<file path="config.mk">
export PLATFORM = sky130hd
export DESIGN_NAME = float_argmin_reduce
export DESIGN_NICKNAME = d
export VERILOG_FILES = /design/src/rtl/float_argmin_reduce.sv
export SDC_FILE = /design/constraint.sdc
export NUM_CORES = 1
export LEC_CHECK = 0
export BUFFER_PORTS_ARGS = -buffer_cell sky130_fd_sc_hd__clkbuf_2
export CORE_MARGIN = 3
export CORE_UTILIZATION = 51
export CTS_CLUSTER_SIZE = 24
export DETAILED_ROUTE_END_ITERATION = 10
export GPL_TIMING_DRIVEN = 0
export PLACE_DENSITY_LB_ADDON = 0.12
export SYNTH_ARGS = -nofsm -noshare
export SYNTH_HDL_FRONTEND = slang
export SYNTH_SLANG_ARGS = --single-unit
</file>
<file path="constraint.sdc">
create_clock -name clk -period 2.41 [get_ports clk]
set_clock_uncertainty 0.1 [all_clocks]
set_input_delay 0.3615 -clock clk [delete_from_list [all_inputs] [get_ports clk]]
set_output_delay 0.3615 -clock clk [all_outputs]
set_load 0.01 [all_outputs]
</file>
<file path="src/rtl/float_argmin_reduce.sv">
// -----------------------------------------------------------------------------
// float_argmin_reduce
//
// Streaming argmin over a vector of IEEE-754 single-precision floats. Elements
// arrive one at a time. The first element seeds the running minimum. Every
// later element is sent, with the current minimum, to an external less-than
// comparator. When the result comes back, the block updates the minimum and
// its zero-based index. After the last element, the block presents the
// minimum value and its position.
//
// Handshake rule (both streams): a transfer happens on a rising edge where
// valid && ready. Once valid is raised, the producer holds its data stable
// until that edge. in_ready and out_valid are decoded from the state register
// only, so neither has a combinational path from any input.
//
// Ports
//   clk          single clock, rising edge
//   reset        synchronous, active-low (0 = reset)
//   in_value     element value (IEEE-754 single)
//   in_valid     element present
//   in_last      element is the last of its vector
//   in_ready     block can accept an element
//   cmp_a        candidate, to comparator in1
//   cmp_b        current minimum, to comparator in2
//   cmp_valid    one-cycle compare request
//   cmp_q        comparator result (cmp_a < cmp_b)
//   cmp_q_valid  comparator result valid (latency 0 or more cycles)
//   out_value    minimum of the completed vector
//   out_index    zero-based position of the minimum
//   out_valid    result present
//   out_ready    consumer takes the result
//   dbg_state    current FSM state, for observation only
// -----------------------------------------------------------------------------
module float_argmin_reduce #(
  parameter int INDEX_WIDTH = 16
) (
  input  logic                   clk,
  input  logic                   reset,
  input  logic [31:0]            in_value,
  input  logic                   in_valid,
  input  logic                   in_last,
  output logic                   in_ready,
  output logic [31:0]            cmp_a,
  output logic [31:0]            cmp_b,
  output logic                   cmp_valid,
  input  logic                   cmp_q,
  input  logic                   cmp_q_valid,
  output logic [31:0]            out_value,
  output logic [INDEX_WIDTH-1:0] out_index,
  output logic                   out_valid,
  input  logic                   out_ready,
  output logic [1:0]             dbg_state
);

  typedef enum logic [1:0] {
    S_FIRST = 2'd0,  // waiting for the seed element of a vector
    S_NEXT  = 2'd1,  // waiting for the next candidate
    S_WAIT  = 2'd2,  // one compare outstanding, input stalled
    S_DONE  = 2'd3   // result presented, waiting for consumer
  } state_t;

  localparam logic [INDEX_WIDTH-1:0] IDX_ZERO = '0;
  localparam logic [INDEX_WIDTH-1:0] IDX_ONE  = {{(INDEX_WIDTH-1){1'b0}}, 1'b1};

  state_t                 state_q, state_d;
  logic [31:0]            min_q, min_d;
  logic [INDEX_WIDTH-1:0] min_idx_q, min_idx_d;
  logic [31:0]            cand_q, cand_d;
  logic                   cand_last_q, cand_last_d;
  // Index of the candidate now in flight. It is also the number of elements
  // consumed so far. It wraps modulo 2^INDEX_WIDTH.
  logic [INDEX_WIDTH-1:0] count_q, count_d;
  logic [31:0]            cmp_a_q, cmp_a_d;
  logic [31:0]            cmp_b_q, cmp_b_d;
  logic                   cmp_valid_q, cmp_valid_d;

  // ---------------------------------------------------------------------------
  // State and datapath registers
  // ---------------------------------------------------------------------------
  always_ff @(posedge clk) begin
    if (!reset) begin
      state_q     <= S_FIRST;
      min_q       <= '0;
      min_idx_q   <= '0;
      cand_q      <= '0;
      cand_last_q <= 1'b0;
      count_q     <= '0;
      cmp_a_q     <= '0;
      cmp_b_q     <= '0;
      cmp_valid_q <= 1'b0;
    end else begin
      state_q     <= state_d;
      min_q       <= min_d;
      min_idx_q   <= min_idx_d;
      cand_q      <= cand_d;
      cand_last_q <= cand_last_d;
      count_q     <= count_d;
      cmp_a_q     <= cmp_a_d;
      cmp_b_q     <= cmp_b_d;
      cmp_valid_q <= cmp_valid_d;
    end
  end

  // ---------------------------------------------------------------------------
  // Next-state and datapath update
  // ---------------------------------------------------------------------------
  always_comb begin
    state_d     = state_q;
    min_d       = min_q;
    min_idx_d   = min_idx_q;
    cand_d      = cand_q;
    cand_last_d = cand_last_q;
    count_d     = count_q;
    // The compare operands hold their values between requests. Only the
    // request strobe drops back to zero.
    cmp_a_d     = cmp_a_q;
    cmp_b_d     = cmp_b_q;
    cmp_valid_d = 1'b0;

    case (state_q)
      S_FIRST: begin
        // The seed element becomes the minimum outright. No compare is issued,
        // so a NaN seed is never replaced later: the comparator returns 0
        // whenever an operand is NaN.
        if (in_valid) begin
          min_d     = in_value;
          min_idx_d = IDX_ZERO;
          count_d   = IDX_ONE;
          state_d   = in_last ? S_DONE : S_NEXT;
        end
      end

      S_NEXT: begin
        if (in_valid) begin
          cand_d      = in_value;
          cand_last_d = in_last;
          cmp_valid_d = 1'b1;
          cmp_a_d     = in_value;
          cmp_b_d     = min_q;
          state_d     = S_WAIT;
        end
      end

      S_WAIT: begin
        // Results are consumed only in this state. A result that arrives
        // anywhere else is dropped, including one left over from before a
        // reset. The less-than is strict, so on a tie the earlier index stays.
        if (cmp_q_valid) begin
          if (cmp_q) begin
            min_d     = cand_q;
            min_idx_d = count_q;
          end
          count_d = count_q + IDX_ONE;
          state_d = cand_last_q ? S_DONE : S_NEXT;
        end
      end

      S_DONE: begin
        if (out_ready) begin
          state_d = S_FIRST;
        end
      end

      default: begin
        state_d = S_FIRST;
      end
    endcase
  end

  // ---------------------------------------------------------------------------
  // Outputs, all decoded from registers
  // ---------------------------------------------------------------------------
  assign in_ready  = (state_q == S_FIRST) || (state_q == S_NEXT);
  assign out_valid = (state_q == S_DONE);
  // min/min_idx do not change in S_DONE, so the result stays stable until it
  // is transferred.
  assign out_value = min_q;
  assign out_index = min_idx_q;
  assign cmp_a     = cmp_a_q;
  assign cmp_b     = cmp_b_q;
  assign cmp_valid = cmp_valid_q;
  assign dbg_state = state_q;

endmodule

</file>
==> results_dict.tcl <==
set metrics [dict create \
    leakage_nw 3.17 \
    max_freq_ghz 0.447 \
    finalSetupViolations 0 \
    crit_chain "buf_2 > mux2_2 > and3_1 > clkbuf_1 > buf_2 > buf_2 > o211a_1" \
    swShare_pct 26.2 \
    worst_pin_slew_ns 0.627 \
    seq_area_mm2 0.00264 \
    slew_headroom_pct 57.8 \
    path_max_fanout 10 \
    cts.clk_slew.worst_paths_ns 0.06 \
    fin_crit_ns 2.24 \
    r2r_cells 7 \
    fin_ws_ns 0.171 \
    min_period_over_period_pct 92.9 \
    vias_per_cell 5.37 \
    die_y_um 108 \
    synth_common_cells "nand2_1, dfxtp_1, a21boi_0" \
    slowest_stage "mux2_2" \
    hold_start "in_value[12]" \
    yosysWarnings 0 \
    crit_required_ns 2.71 \
    drt_iter0_drc 232 \
    core_area_mm2 0.00995 \
    synthToLayoutAreaGrowth_pct 34.1 \
    drv_slew 0 \
    internal_power_mw 4.05 \
    cp-start-kind "flop" \
    cts.sinks 132 \
    num-nets-final 885 \
    drc 0 \
    synth_top_area_share_pct 49.7 \
    grt_pass1_vias 5060 \
    grt_max_degree 17 \
    rsz0062_at_grt "false" \
    rr_endpoint "out_value[27]$_SDFFE_PN0P_" \
    drive_gt1_share_pct 22.6 \
    clk_path_buf_depth 2 \
    rows 36 \
    htree_num_levels 4 \
    p_comb_share_pct 12.3 \
    grt_usage_pct 26.7 \
    synth_edf_count 0 \
    antenna_left 0 \
    clk_latency_ns 0.52 \
    synth_ff_type "dfxtp_1" \
    p_per_area_mw_per_mm2 770 \
    final_util_pct 71.7 \
    ctsRootBufferMaster "clkbuf_8" \
    start_util_pct 53.4 \
    critPathKind "flop to flop" \
    cts_tree "built" \
    synth.ff_latch_count 132 \
    clkPwrFrac_pct 44.4 \
    fill_cells 797 \
    num_vias 5319 \
    fin_area_mm2 0.00714 \
    max_stage_delay_ns 0.39 \
    p_seq_share_pct 43.3 \
    drv_cap 0 \
    async_reset_ff_share_pct 0 \
    grt_pass1_wl_um 24400 \
    antenna_found_initial 0 \
    rrSetupSlack_ns 0.17 \
    arrival_ns 2.54 \
    ys_top_cells_by_area "dfxtp_1, nand2_1, a21boi_0" \
    switching_power_mw 1.44 \
    synth_cell_types 34 \
    dieArea_mm2 0.0117 \
    pre_cts_ws_ns -0.0580 \
    dpl-instance-area_mm2 0.00626 \
    hold_violations 0 \
    drt_first_pass_iters 4 \
    die_x_um 108 \
    status "finished, final reports clean" \
    hold_depth 3 \
    end_kind "flop" \
    synth.most_common_cell "nand2_1" \
    cts_buffers 17 \
    fin_setup_tns_ns 0 \
    worstHoldEndpoint "cmp_a[12]$_SDFFE_PN0P_" \
    placedCellCount 929 \
    rr_startpoint "dbg_state[1]$_SDFFE_PN0P_" \
    yosys.area.top_type "dfxtp_1" \
    synthesis.nets 681 \
    ys_seq_area_share_pct 49.7 \
    hold_slack_ns 0.0191 \
    grt_overflow 0 \
    crit_path_frequent_cell "buf_2" \
    place_hpwl_um 10500 \
    synth_cells 641 \
    num_antenna_cells 0 \
    hold_path_class "input pin to flop" \
    avgSynthCellArea_um2 8.30 \
    ir_worst_vdd_mv 0.466 \
    multiInputGateArea_mm2 0.00247 \
    syn_area_mm2 0.00532 \
    post_drt_wl_per_cell_um 15.4 \
    total_power_mw 5.49 \
    routed_wl_um 15300 \
    stdcell_count 991 \
    portBuffers 155 \
    pin_count 156 \
    gp_congestion 0.887 \
]
## how the worst max path moves through the flow
stage / start / endpoint / slack, ns / cells past startpoint
final: dbg_state[1]$_SDFFE_PN0P_ / out_value[27]$_SDFFE_PN0P_ / 0.17 / 7
after global routing: dbg_state[1]$_SDFFE_PN0P_ / out_value[26]$_SDFFE_PN0P_ / 0.007 / 7
after CTS: dbg_state[1]$_SDFFE_PN0P_ / out_index[14]$_SDFFE_PN0P_ / 0.09 / 6
after detailed placement: dbg_state[1]$_SDFFE_PN0P_ / out_index[14]$_SDFFE_PN0P_ / -0.06 / 6
after global placement: dbg_state[1]$_SDFFE_PN0P_ / count_q[0]$_SDFFE_PN0P_ / 0.05 / 6
after floorplan: dbg_state[1]$_SDFFE_PN0P_ / out_value[20]$_SDFFE_PN0P_ / 0.41 / 7
## critical path: cells and delay by family (launching register included)
family                 cells  cell delay (ns)
AO/OA/AOI/OAI              1             0.23
multiplexers               1             0.39
AND/OR/NAND/NOR            1             0.17
flip-flops                 1             0.38
buffers and inverters      4             0.85
## cells in the final DEF (no fill, tap or decap), types with 4 or more instances in the layout
cell           Yosys  final
clkbuf_2           1    157
or3_1              8      8
dlygate4sd3_1      0     31
buf_1              4      4
buf_2              4      4
clkbuf_1          41     40
clkinv_2           0      5
nand2_1          215    215
dfxtp_1          132    132
nor2b_1            4      4
o21ai_0           11     11
a21boi_0          81     81
clkbuf_16          0     16
o211a_1           33     33
nand3_1           53     53
a21oi_1           10     10
nor2_1            11     11
xnor2_1            5      5
## logic make-up (layout without fill, tap and decap cells)
logic type	after synthesis	in the layout	share of synthesized area [%]
muxes	2	2	0.470
buffers and inverters	53	270	3.86
AOI/OAI and AO/OA	139	139	20.2
xor gates and xnor gates	6	6	0.988
adders and majority gates	1	1	0.235
and+or+nand+nor	308	308	24.6
DFF	132	132	49.7
## metal layers
metal	routed length [µm]	part of all wire (%)	global-route usage, %
met1	6200	41	32.7
met2	7430	49	44.3
met3	1270	8.3	6.57
met4	361	2.4	12.2
met5	0	0	0
## state kept, by name, summed over array words and instances, names as in the netlist
name,count
dbg_state,2
out_value,32
cmp_a,32
cmp_valid,1
out_index,16
cmp_b,32
count_q,16
cand_last_q,1
## layout make-up
type / instances / area share [%]
Sequential cell: 132 / 37.0
Multi-Input combinational cell: 456 / 34.6
Timing Repair Buffer: 186 / 15.2
Clock buffer: 19 / 6.05
Buffer: 49 / 2.68
Tap cell: 133 / 2.33
Clock inverter: 13 / 1.88
Inverter: 3 / 0.158
## what timing repair did
action,4_1_cts,5_1_grt
hold buffers,31,0
endpoints found under the setup margin,10,9
setup buffers,0,0
gates resized for setup,1,0
hold endpoints to repair,31,0
## power by group through the flow
stage	sequential [mW]	combinational, mW	clock, mW
floorplan	2.45	0.320	0
global placement	2.41	0.622	0
detailed placement	2.42	0.634	0
CTS	2.37	0.681	2.46
global route	2.39	0.749	2.57
finish	2.38	0.678	2.44
No activity file was read; power rests on OpenSTA's default activity.
